===== config.mk =====
export PLATFORM = sky130hd
export DESIGN_NAME = multicycle_control
export DESIGN_NICKNAME = d
export VERILOG_FILES = /design/src/rtl/multicycle_control.sv
export SDC_FILE = /design/constraint.sdc
export NUM_CORES = 1
export LEC_CHECK = 0
export BUFFER_PORTS_ARGS = -buffer_cell sky130_fd_sc_hd__buf_2
export CAP_MARGIN = 40
export CORE_UTILIZATION = 49
export DETAILED_ROUTE_END_ITERATION = 8
export GPL_ROUTABILITY_DRIVEN = 0
export PLACE_DENSITY = 0.73
export SYNTH_ARGS = -nofsm -noshare
export SYNTH_HDL_FRONTEND = slang
export SYNTH_SLANG_ARGS = --single-unit

===== constraint.sdc =====
create_clock -name clk -period 5 [get_ports clk]
set_clock_uncertainty 0.05 [all_clocks]
set_input_delay 1 -clock clk [delete_from_list [all_inputs] [get_ports clk]]
set_output_delay 1 -clock clk [all_outputs]
set_load 0.01 [all_outputs]

===== src/rtl/multicycle_control.sv =====
// Multicycle MIPS-style control FSM with memory-wait timeout,
// sticky fault flags and a retired-instruction counter.
module multicycle_control #(
  parameter int unsigned TIMEOUT = 16
) (
  input  logic        clk,
  input  logic        rst_n,
  input  logic [5:0]  opcode,
  input  logic        memReady,
  output logic        pcWrite,
  output logic        pcWriteCond,
  output logic        iorD,
  output logic        memRead,
  output logic        memWrite,
  output logic        irWrite,
  output logic        memToReg,
  output logic        aluSrcA,
  output logic        regWrite,
  output logic        regDst,
  output logic [1:0]  pcSource,
  output logic [1:0]  aluOp,
  output logic [1:0]  aluSrcB,
  output logic [3:0]  state,
  output logic        halted,
  output logic        busErr,
  output logic        illegalOp,
  output logic [31:0] retired
);

  typedef enum logic [3:0] {
    S_RST       = 4'd0,
    S_FETCH     = 4'd1,
    S_DECODE    = 4'd2,
    S_MEM_ADDR  = 4'd3,
    S_MEM_READ  = 4'd4,
    S_MEM_WB    = 4'd5,
    S_MEM_WRITE = 4'd6,
    S_R_EXEC    = 4'd7,
    S_R_WB      = 4'd8,
    S_BEQ       = 4'd9,
    S_ADDI_EXEC = 4'd10,
    S_ADDI_WB   = 4'd11,
    S_JUMP      = 4'd12,
    S_HALT      = 4'd15
  } state_t;

  localparam logic [5:0] OP_R    = 6'b000000;
  localparam logic [5:0] OP_LW   = 6'b100011;
  localparam logic [5:0] OP_SW   = 6'b101011;
  localparam logic [5:0] OP_BEQ  = 6'b000100;
  localparam logic [5:0] OP_ADDI = 6'b001000;
  localparam logic [5:0] OP_J    = 6'b000010;
  localparam logic [7:0] W_LAST  = 8'(TIMEOUT - 1);

  state_t      r_state;
  state_t      w_next;
  logic [7:0]  r_wait;
  logic        r_busErr;
  logic        r_illegal;
  logic [31:0] r_retired;
  logic        w_tout;
  logic        w_tmo;
  logic        w_ill;
  logic        w_retire;
  logic        w_wait_st;

  assign w_wait_st = (r_state == S_FETCH) || (r_state == S_MEM_READ)
                  || (r_state == S_MEM_WRITE);
  // memReady in the expiring cycle still wins over the timeout
  assign w_tout = !memReady && (r_wait == W_LAST);

  always_comb begin
    w_next = r_state;
    w_tmo  = 1'b0;
    w_ill  = 1'b0;
    unique case (r_state)
      S_RST:   w_next = S_FETCH;
      S_FETCH: begin
        if (memReady) w_next = S_DECODE;
        else if (w_tout) begin
          w_next = S_HALT;
          w_tmo  = 1'b1;
        end
      end
      S_DECODE: begin
        unique case (opcode)
          OP_R:          w_next = S_R_EXEC;
          OP_LW, OP_SW:  w_next = S_MEM_ADDR;
          OP_BEQ:        w_next = S_BEQ;
          OP_ADDI:       w_next = S_ADDI_EXEC;
          OP_J:          w_next = S_JUMP;
          default: begin
            w_next = S_HALT;
            w_ill  = 1'b1;
          end
        endcase
      end
      S_MEM_ADDR: begin
        if (opcode == OP_LW) w_next = S_MEM_READ;
        else if (opcode == OP_SW) w_next = S_MEM_WRITE;
        else begin
          w_next = S_HALT;
          w_ill  = 1'b1;
        end
      end
      S_MEM_READ, S_MEM_WRITE: begin
        if (memReady) begin
          w_next = (r_state == S_MEM_READ) ? S_MEM_WB : S_FETCH;
        end else if (w_tout) begin
          w_next = S_HALT;
          w_tmo  = 1'b1;
        end
      end
      S_R_EXEC:    w_next = S_R_WB;
      S_ADDI_EXEC: w_next = S_ADDI_WB;
      S_MEM_WB, S_R_WB, S_ADDI_WB, S_BEQ, S_JUMP:
        w_next = S_FETCH;
      S_HALT:      w_next = S_HALT;
      default:     w_next = S_HALT;
    endcase
  end

  assign w_retire = (r_state == S_MEM_WB) || (r_state == S_R_WB)
                 || (r_state == S_ADDI_WB) || (r_state == S_BEQ)
                 || (r_state == S_JUMP)
                 || ((r_state == S_MEM_WRITE) && memReady);

  always_ff @(posedge clk or negedge rst_n) begin
    if (!rst_n) begin
      r_state   <= S_RST;
      r_wait    <= '0;
      r_busErr  <= 1'b0;
      r_illegal <= 1'b0;
      r_retired <= '0;
    end else begin
      r_state <= w_next;
      if (w_next != r_state) r_wait <= '0;
      else if (w_wait_st && !memReady) r_wait <= r_wait + 8'd1;
      if (w_tmo) r_busErr <= 1'b1;
      if (w_ill) r_illegal <= 1'b1;
      if (w_retire) r_retired <= r_retired + 32'd1;
    end
  end

  always_comb begin
    pcWrite     = 1'b0;
    pcWriteCond = 1'b0;
    iorD        = 1'b0;
    memRead     = 1'b0;
    memWrite    = 1'b0;
    irWrite     = 1'b0;
    memToReg    = 1'b0;
    aluSrcA     = 1'b0;
    regWrite    = 1'b0;
    regDst      = 1'b0;
    pcSource    = 2'b00;
    aluOp       = 2'b00;
    aluSrcB     = 2'b00;
    unique case (r_state)
      S_FETCH: begin
        memRead = 1'b1;
        aluSrcB = 2'b01;
        pcWrite = memReady;
        irWrite = memReady;
      end
      S_DECODE: aluSrcB = 2'b11;
      S_MEM_ADDR, S_ADDI_EXEC: begin
        aluSrcA = 1'b1;
        aluSrcB = 2'b10;
      end
      S_MEM_READ: begin
        memRead = 1'b1;
        iorD    = 1'b1;
      end
      S_MEM_WB: begin
        regWrite = 1'b1;
        memToReg = 1'b1;
      end
      S_MEM_WRITE: begin
        memWrite = 1'b1;
        iorD     = 1'b1;
      end
      S_R_EXEC: begin
        aluSrcA = 1'b1;
        aluOp   = 2'b10;
      end
      S_R_WB: begin
        regWrite = 1'b1;
        regDst   = 1'b1;
      end
      S_BEQ: begin
        aluSrcA     = 1'b1;
        aluOp       = 2'b01;
        pcWriteCond = 1'b1;
        pcSource    = 2'b01;
      end
      S_ADDI_WB: regWrite = 1'b1;
      S_JUMP: begin
        pcWrite  = 1'b1;
        pcSource = 2'b10;
      end
      default: ;
    endcase
  end

  assign state     = r_state;
  assign halted    = (r_state == S_HALT);
  assign busErr    = r_busErr;
  assign illegalOp = r_illegal;
  assign retired   = r_retired;

endmodule


==> results, run 1 <==
- Of the cells placed in the final design, the portion with a size suffix greater than 1 is 0.249.
- The final-report max-slew violation count was 0.
- The area growth from synthesis to layout is 16.9%.
- The final cell count without fillers is 424.
- After global routing the overflow that remains totals 0.
- The maximum fanout count along the critical path is 29.
- At the later pin of the worst-skew pair, clock insertion delay measures 300 ps.
- The total wire length is a little over 6000 um.
- The die is 76.3 um wide.
- The layout filler cell count is between 400 and 500.
- The number of antenna violations at the first check in global routing was 0.
- Yosys instantiated no cell more often than dfrtp_1.
- The flow ran to the end, and the final reports show no timing, DRC or antenna violations.
- STA classifies the critical path endpoint as an output port.
- The count of final setup violators is 0.
- The tree is rooted in a clkbuf_8.
- The total of hold buffers inserted after clock tree synthesis is 0.
- The maximum root-to-sink buffer count is 2.
- The die covers 0.00582 sq mm.
- After routing the design area is 0.00316 sq mm.
- The estimated wirelength of the detail-placed design is 4410 um.
- The leakage component of the power is about 1.4 nW.
- The mapped cell area is 0.00271 sq mm.
- The clock net sink count is 46.
- For this block, the via count after detailed routing is between 2000 and 2500.
- Counting flops with a built-in enable in the synthesized netlist gives 0.
- The reg-to-reg endpoint is retired[20]$_DFFE_PN0P_.
- The worst voltage drop across the vdd grid is 0.145 mV.
- Max-cap violations in this run came to 0.
- The per-cell via count in the routed design is ~5.5.
- The core utilization of the finished layout is 0.608.
- The number of cells on the worst reg-to-reg path is 6.
- Setup total negative slack on the finished layout was measured at 0 ps.
- Setup repair after global routing left no endpoint under its margin.
- The synthesized netlist net count is slightly above 300.
- The overall fraction of global-route tracks in use is 0.224.
- The number of cells traversed by the worst hold path is 1.
- Pin placement for this block handled 64 I/O pins.
- The most common flop cell mapped by yosys is dfrtp_1.
- The nature of the critical path startpoint is a register.
- Yosys attributes the largest share of cell area to dfrtp_1 43%, xnor2_1 7.8%, xor2_1 5.5%, nand2_1 4.7%, nor2_1 4.0%.
- The tightest min-delay check is of the reg -> reg type.
- The row count is 26.
- In this run the remaining antenna-violating nets after routing total 0.
- Of the synthesized area, sequential elements account for 0.425.
- The initial DRC count is 327.
- Data on the critical path arrives at its endpoint at 2140 ps.
- The worst hold slack after final layout is roughly 420 ps.
- TritonCTS built the clock tree.
- The capture endpoint of the worst hold path is illegalOp$_DFFE_PN0P_.
- The first global-routing pass estimated between 10000 and 15000 um of wire.
- The top cell type's share of synthesized area is 0.425.
- The starting utilization of the core area is 0.520.
- The startpoint identified for the worst register-to-register timing path is state[1]$_DFF_PN0_.
- The number of antenna diodes is 0.
- The y dimension of the die is 76.3 um.
- For this run, asynchronously set or reset flops after synthesis account for 1.00.
- The mean routed wirelength per cell is 14.4 um.
- The number of H-tree levels is 2.
- The worst register-to-register path has a setup slack of 2090 ps.
- The critical path start-end classification is reg -> out.
- The CTS buffer count is 5.
- The largest total area in the synthesized netlist belongs to dfrtp_1.
- The number of cells upsized or downsized after cts is 0.
- The register bit count reported by yosys is between 40 and 50.
- The number of hold violations in the final report came to 0.
- The timing-limited maximum frequency is 313 MHz.
- Sorting the synthesized cells by how often they occur yields 46 x dfrtp_1, 34 x nand2_1, 29 x nor2_1, 24 x xnor2_1, 17 x xor2_1.
- After clock tree synthesis, the setup repair step added 0 buffers.
- At the worst endpoint, the required time is 3950 ps.
- A synthesized cell averages 9.11 sq um.
- Once placement completed, the tool counted placed cells totaling ~420.
- After detailed placement, the total cell area comes to 0.00306 sq mm.
- Synthesis produced 297 cells.
- The worst slew margin relative to its limit is 0.389.
- The clock transition at the registers of the reported paths is 90 ps.
- The netlist uses 57 different library cells.
- The via count of the first global-routing pass was 2203.
- The fraction of the cycle the final worst path needs is 0.639.
- The count of port buffers added during placement is 63.
- The post-layout minimum cycle time is 3190 ps.
- The startpoint identified for the worst hold timing path is illegalOp$_DFFE_PN0P_.
- For the pin with the worst max-slew slack, the measured transition is 910 ps.
- The number of warnings printed during yosys synthesis is 0.
- The power density normalized to cell area is 206 mW/mm^2.
- The first detailed-routing pass took 4 iterations.
- The region available for standard cell placement spans 0.00520 sq mm.
- Entering global routing, the biggest net connects 39 pins.
- For this run, design rule violations remaining after detail routing come to 0.
- The number of nets in the layout is 364.
metrics by stage:
stage	worst slack (ps)	power [mW]
after floorplan	2280	0.386
after global placement	2050	0.400
after detailed placement	1940	0.402
after CTS	1820	0.656
after global routing	1610	0.677
final	1810	0.651
flip-flops by register name, summed over array words and instances, names as in the netlist:
signal,flops
r_wait,8
illegalOp,1
state,4
busErr,1
retired,32
report_power, final:
part / total [mW] / switching (mW) / internal [mW]
Clock: 0.257 / 0.130 / 0.127
Sequential: 0.372 / 0.000437 / 0.372
Combinational: 0.0223 / 0.0151 / 0.00721
Total: 0.651 / 0.145 / 0.506
metal layers:
layer,global-route usage,share of wire
met5,0,0
met2,0.327,0.44
met1,0.329,0.48
met3,0.0515,0.074
met4,0.0673,0.0088
cell type report:
cell class / instances / area, sq um / share of cell area
multi-input cells: 226 / 1450 / 0.457
repair buffers: 64 / 335 / 0.106
inverters: 10 / 37.5 / 0.0119
flip-flops and latches: 46 / 1150 / 0.364
well taps: 70 / 87.6 / 0.0277
clock inverters: 1 / 8.76 / 0.00277
clock buffers: 7 / 96.3 / 0.0305
worst max path at each step:
stage | cells past startpoint | slack [ps] | end | from
3_5_place_dp | 7 | 1940 | r_wait[1]$_DFFE_PN0P_ | opcode[2]
4_1_cts | 5 | 1820 | pcWrite | state[0]$_DFF_PN0_
2_1_floorplan | 6 | 2280 | r_wait[1]$_DFFE_PN0P_ | opcode[3]
6_report | 5 | 1810 | pcWrite | state[0]$_DFF_PN0_
3_3_place_gp | 7 | 2050 | r_wait[1]$_DFFE_PN0P_ | opcode[2]
5_1_grt | 5 | 1610 | pcWrite | state[0]$_DFF_PN0_
layout by cell type (no fill, tap or decap), types with 2 or more instances in the layout:
master / n
a211oi_1: 6
a21o_1: 3
a21oi_1: 9
and2_1: 3
and3_1: 7
and3b_1: 2
and4_1: 2
buf_2: 63
clkbuf_8: 7
dfrtp_1: 46
ha_1: 2
inv_1: 10
mux2i_1: 2
nand2_1: 34
nand2b_1: 6
nand3_1: 11
nand4_1: 6
nor2_1: 29
nor2b_1: 3
nor3_1: 12
nor4_2: 2
o21ai_0: 8
o21ai_1: 2
o31ai_1: 3
or2_2: 4
or4_1: 2
xnor2_1: 24
xor2_1: 17
worst max-delay path: stages, from the launching register on:
cell and delay [ps]:
dfrtp_1 830, nor4b_1 510, nand2_1 180, inv_1 100, or2_2 100, buf_2 110
logic make-up (layout without fill, tap and decap cells):
kind of cell | after synthesis | in the layout | synth area share
compound gates | 44 | 44 | 0.110
buf+inv | 25 | 82 | 0.0402
simple gates | 135 | 135 | 0.267
fa+ha+maj | 3 | 3 | 0.0134
mux | 3 | 3 | 0.0116
xor+xnor | 41 | 41 | 0.133
flops | 46 | 46 | 0.425
Note: power is estimated with default switching activity, not from simulation.
==> run 2, diff against run 1 <==
Settings changed: PLACE_DENSITY 0.73 to 0.76.
Clock period 5 ns to 2.91 ns, I/O delays scaled along.
==> results, run 2 (synthesis results as in run 1) <==
- Status: completed (unchanged).
- The post-layout minimum cycle time is 2580 ps.
- The power density normalized to cell area came to 362 mW/mm^2 (was 206 mW/mm^2).
- The ratio of cells with drive above 1 in the final layout is 0.268 (was 0.249).
- The via count of the first global-routing pass is 2213 (was 2203).
- The critical path start-end classification is reg -> out (unchanged).
- The maximum fanout count along the critical path is 16 (was 29).
- The count of final setup violators was 0 (unchanged).
- The clock insertion delay at the later pin of the skew report was 300 ps (about the same).
- The final-report max-slew violation count came to 0 (unchanged).
- The commonest non-fill, non-tap cell in the layout is buf_2 (unchanged).
- The overall fraction of global-route tracks in use is 0.225 (was 0.224).
- The buffer type at the clock tree root is clkbuf_8 (unchanged).
- The number of antenna diodes came to 0 (unchanged).
- The estimated wirelength of the detail-placed design was 4470 um (was 4410 um).
- The largest net degree at the start of global routing is 47 (was 39).
- The register area is 0.00115 sq mm (unchanged).
- The worst voltage drop across the vdd grid is 0.373 mV (was 0.145 mV).
- The CTS buffer count is 5 (unchanged).
- The clock net sink count is 46 (unchanged).
- The number of antenna violations at the first check in global routing is 0 (unchanged).
- The arrival time of data at the critical path endpoint is 1950 ps (was 2140 ps).
- The total wire length came to 6040 um (was 6110 um).
- The row count was 26 (unchanged).
- The starting utilization of the core area is 0.520 (unchanged).
- The sort of element at the end of the critical path is an output port (unchanged).
- The maximum root-to-sink buffer count was 2 (unchanged).
- The worst slew margin relative to its limit came to 0.573 (was 0.389).
- The remaining number of nets flagged by the antenna check after routing is 0 (unchanged).
- The detailed-route DRC error count is 0 (unchanged).
- The number of max-cap violations is 0 (unchanged).
- The initial DRC count is 104 (was 327).
- The area growth from synthesis to layout is 19.1% (was 16.9%).
- The final cell count without fillers is 432 (was 424).
- The transition time at the pin with the least slew margin is 640 ps (was 910 ps).
- The count of port buffers added during placement is 63 (unchanged).
- The first-pass GRT wire length is 10600 um (about the same).
- Timing would allow up to ~390 MHz.
- The TritonCTS clock tree is yes (unchanged).
- The total design power is 1.17 mW (was 651 uW).
- The flip-flop count of the largest register after layout is 32 (unchanged).
- The clock transition at the registers of the reported paths is 90 ps (about the same).
- The length of the first detailed-routing pass in iterations is 5 (was 4).
- The area of the core came to 0.00520 sq mm (unchanged).
- The area of combinational cells with multiple inputs was 0.00145 sq mm (about the same).
- The mean routed wirelength per cell is 14.0 um (was 14.4 um).
- The layout filler cell count is 476 (was 459).
- The y dimension of the die is 76.3 um (unchanged).
- Setup repair after global routing missed its margin: false (unchanged).
- Most used cells in the layout excluding fill and tap cells: 63 x buf_2, 46 x dfrtp_1, 34 x nand2_1 (unchanged).
- The number of hold violations in the final report came to 0 (unchanged).
- The count of pins on the block boundary is 64 (unchanged).
- The number of setup buffers added after CTS was 0 (unchanged).
- The number of nets in the layout was 372 (was 364).
- The number of H-tree levels came to 2 (unchanged).
- The leakage component of the power is 1.42 nW (was 1.38 nW).
- The per-cell via count in the routed design is 5.42 (was 5.53).
- The setup TNS came to 0 ps (unchanged).
- The placed instance count is 424 (was 416).
- The nature of the critical path startpoint is a register (unchanged).
- The total of hold buffers inserted after clock tree synthesis is 0 (unchanged).
- The type of the tightest min-delay check was in -> async (was reg -> reg).
- The die boundary width is 76.3 um (unchanged).
- The core utilization of the finished layout is 0.619 (was 0.608).
- The number of vias in the routed layout is 2343 (was 2344).
- The fraction of the cycle the final worst path needs is 0.886.
- The die area is 0.00582 sq mm (unchanged).
- The residual overflow from global routing is 0 (unchanged).
- The critical path required time is 2280 ps (was 3950 ps).
## run 2: cell count changes in the layout (fill, tap and decap cells not counted)
cell,change
buf_12,-1
buf_4,+9
bufinv_16,+1
clkbuf_8,-2
clkinv_2,+1
clkinv_4,-1
inv_6,+1
nor4b_1,-1
nor4b_2,+1
## run 2: final cells by class
class	instances	area share
Tap cell	70	0.0272
Clock inverter	3	0.0136
Timing Repair Buffer	72	0.119
Multi-Input combinational cell	226	0.451
Inverter	10	0.0116
Clock buffer	5	0.0213
Sequential cell	46	0.357
## run 2: final timing paths
| path | slack (ps) | cells after the start | start | endpoint |
|---|---|---|---|---|
| worst max-delay path | 330 | 6 | state[0]$_DFF_PN0_ | pcWrite |
| worst min-delay path | 300 | 2 | rst_n | retired[29]$_DFFE_PN0P_ |
| worst max register to register | 370 | 7 | state[0]$_DFF_PN0_ | r_wait[1]$_DFFE_PN0P_ |
| worst min register to register | 420 | 1 | illegalOp$_DFFE_PN0P_ | illegalOp$_DFFE_PN0P_ |
| max in group asynchronous | 2100 | 2 | rst_n | r_wait[6]$_DFFE_PN0P_ |
| min in group clk | 420 | 1 | illegalOp$_DFFE_PN0P_ | illegalOp$_DFFE_PN0P_ |
## run 2: critical path, stage by stage, from the launching register on
cell	delay, ps
dfrtp_1	630
buf_4	260
nor4b_2	320
nand2_1	130
inv_1	80
or2_2	100
buf_2	110
## run 2: where the power goes
group / switching (mW) / internal [mW]
Clock: 0.234 / 0.258
Sequential: 0.000725 / 0.639
Combinational: 0.0254 / 0.0105
Total: 0.260 / 0.908
## run 2: what timing repair did
item / 4_1_cts / 5_1_grt
setup endpoints to repair: 0 / 1
hold endpoints to repair: 0 / 0
resized for setup: 0 / 1
## run 2: metrics by stage
stage / worst slack (ps) / hold slack [ps] / area, sq um
floorplan: 610 / 236 / 2710
global placement: 365 / 397 / 3110
detailed placement: 261 / 401 / 3110
CTS: 162 / 325 / 3220
global route: 188 / 356 / 3220
finish: 332 / 302 / 3220
## run 2: per-layer routing
layer  share of wire  vias up  track usage  wire length, um
li1                -     1162            -                -
met1            0.47     1101        0.303             2830
met2            0.46       74        0.361             2760
met3           0.063        6       0.0527              380
met4           0.011        0       0.0635               67
met5               0        -            0                0
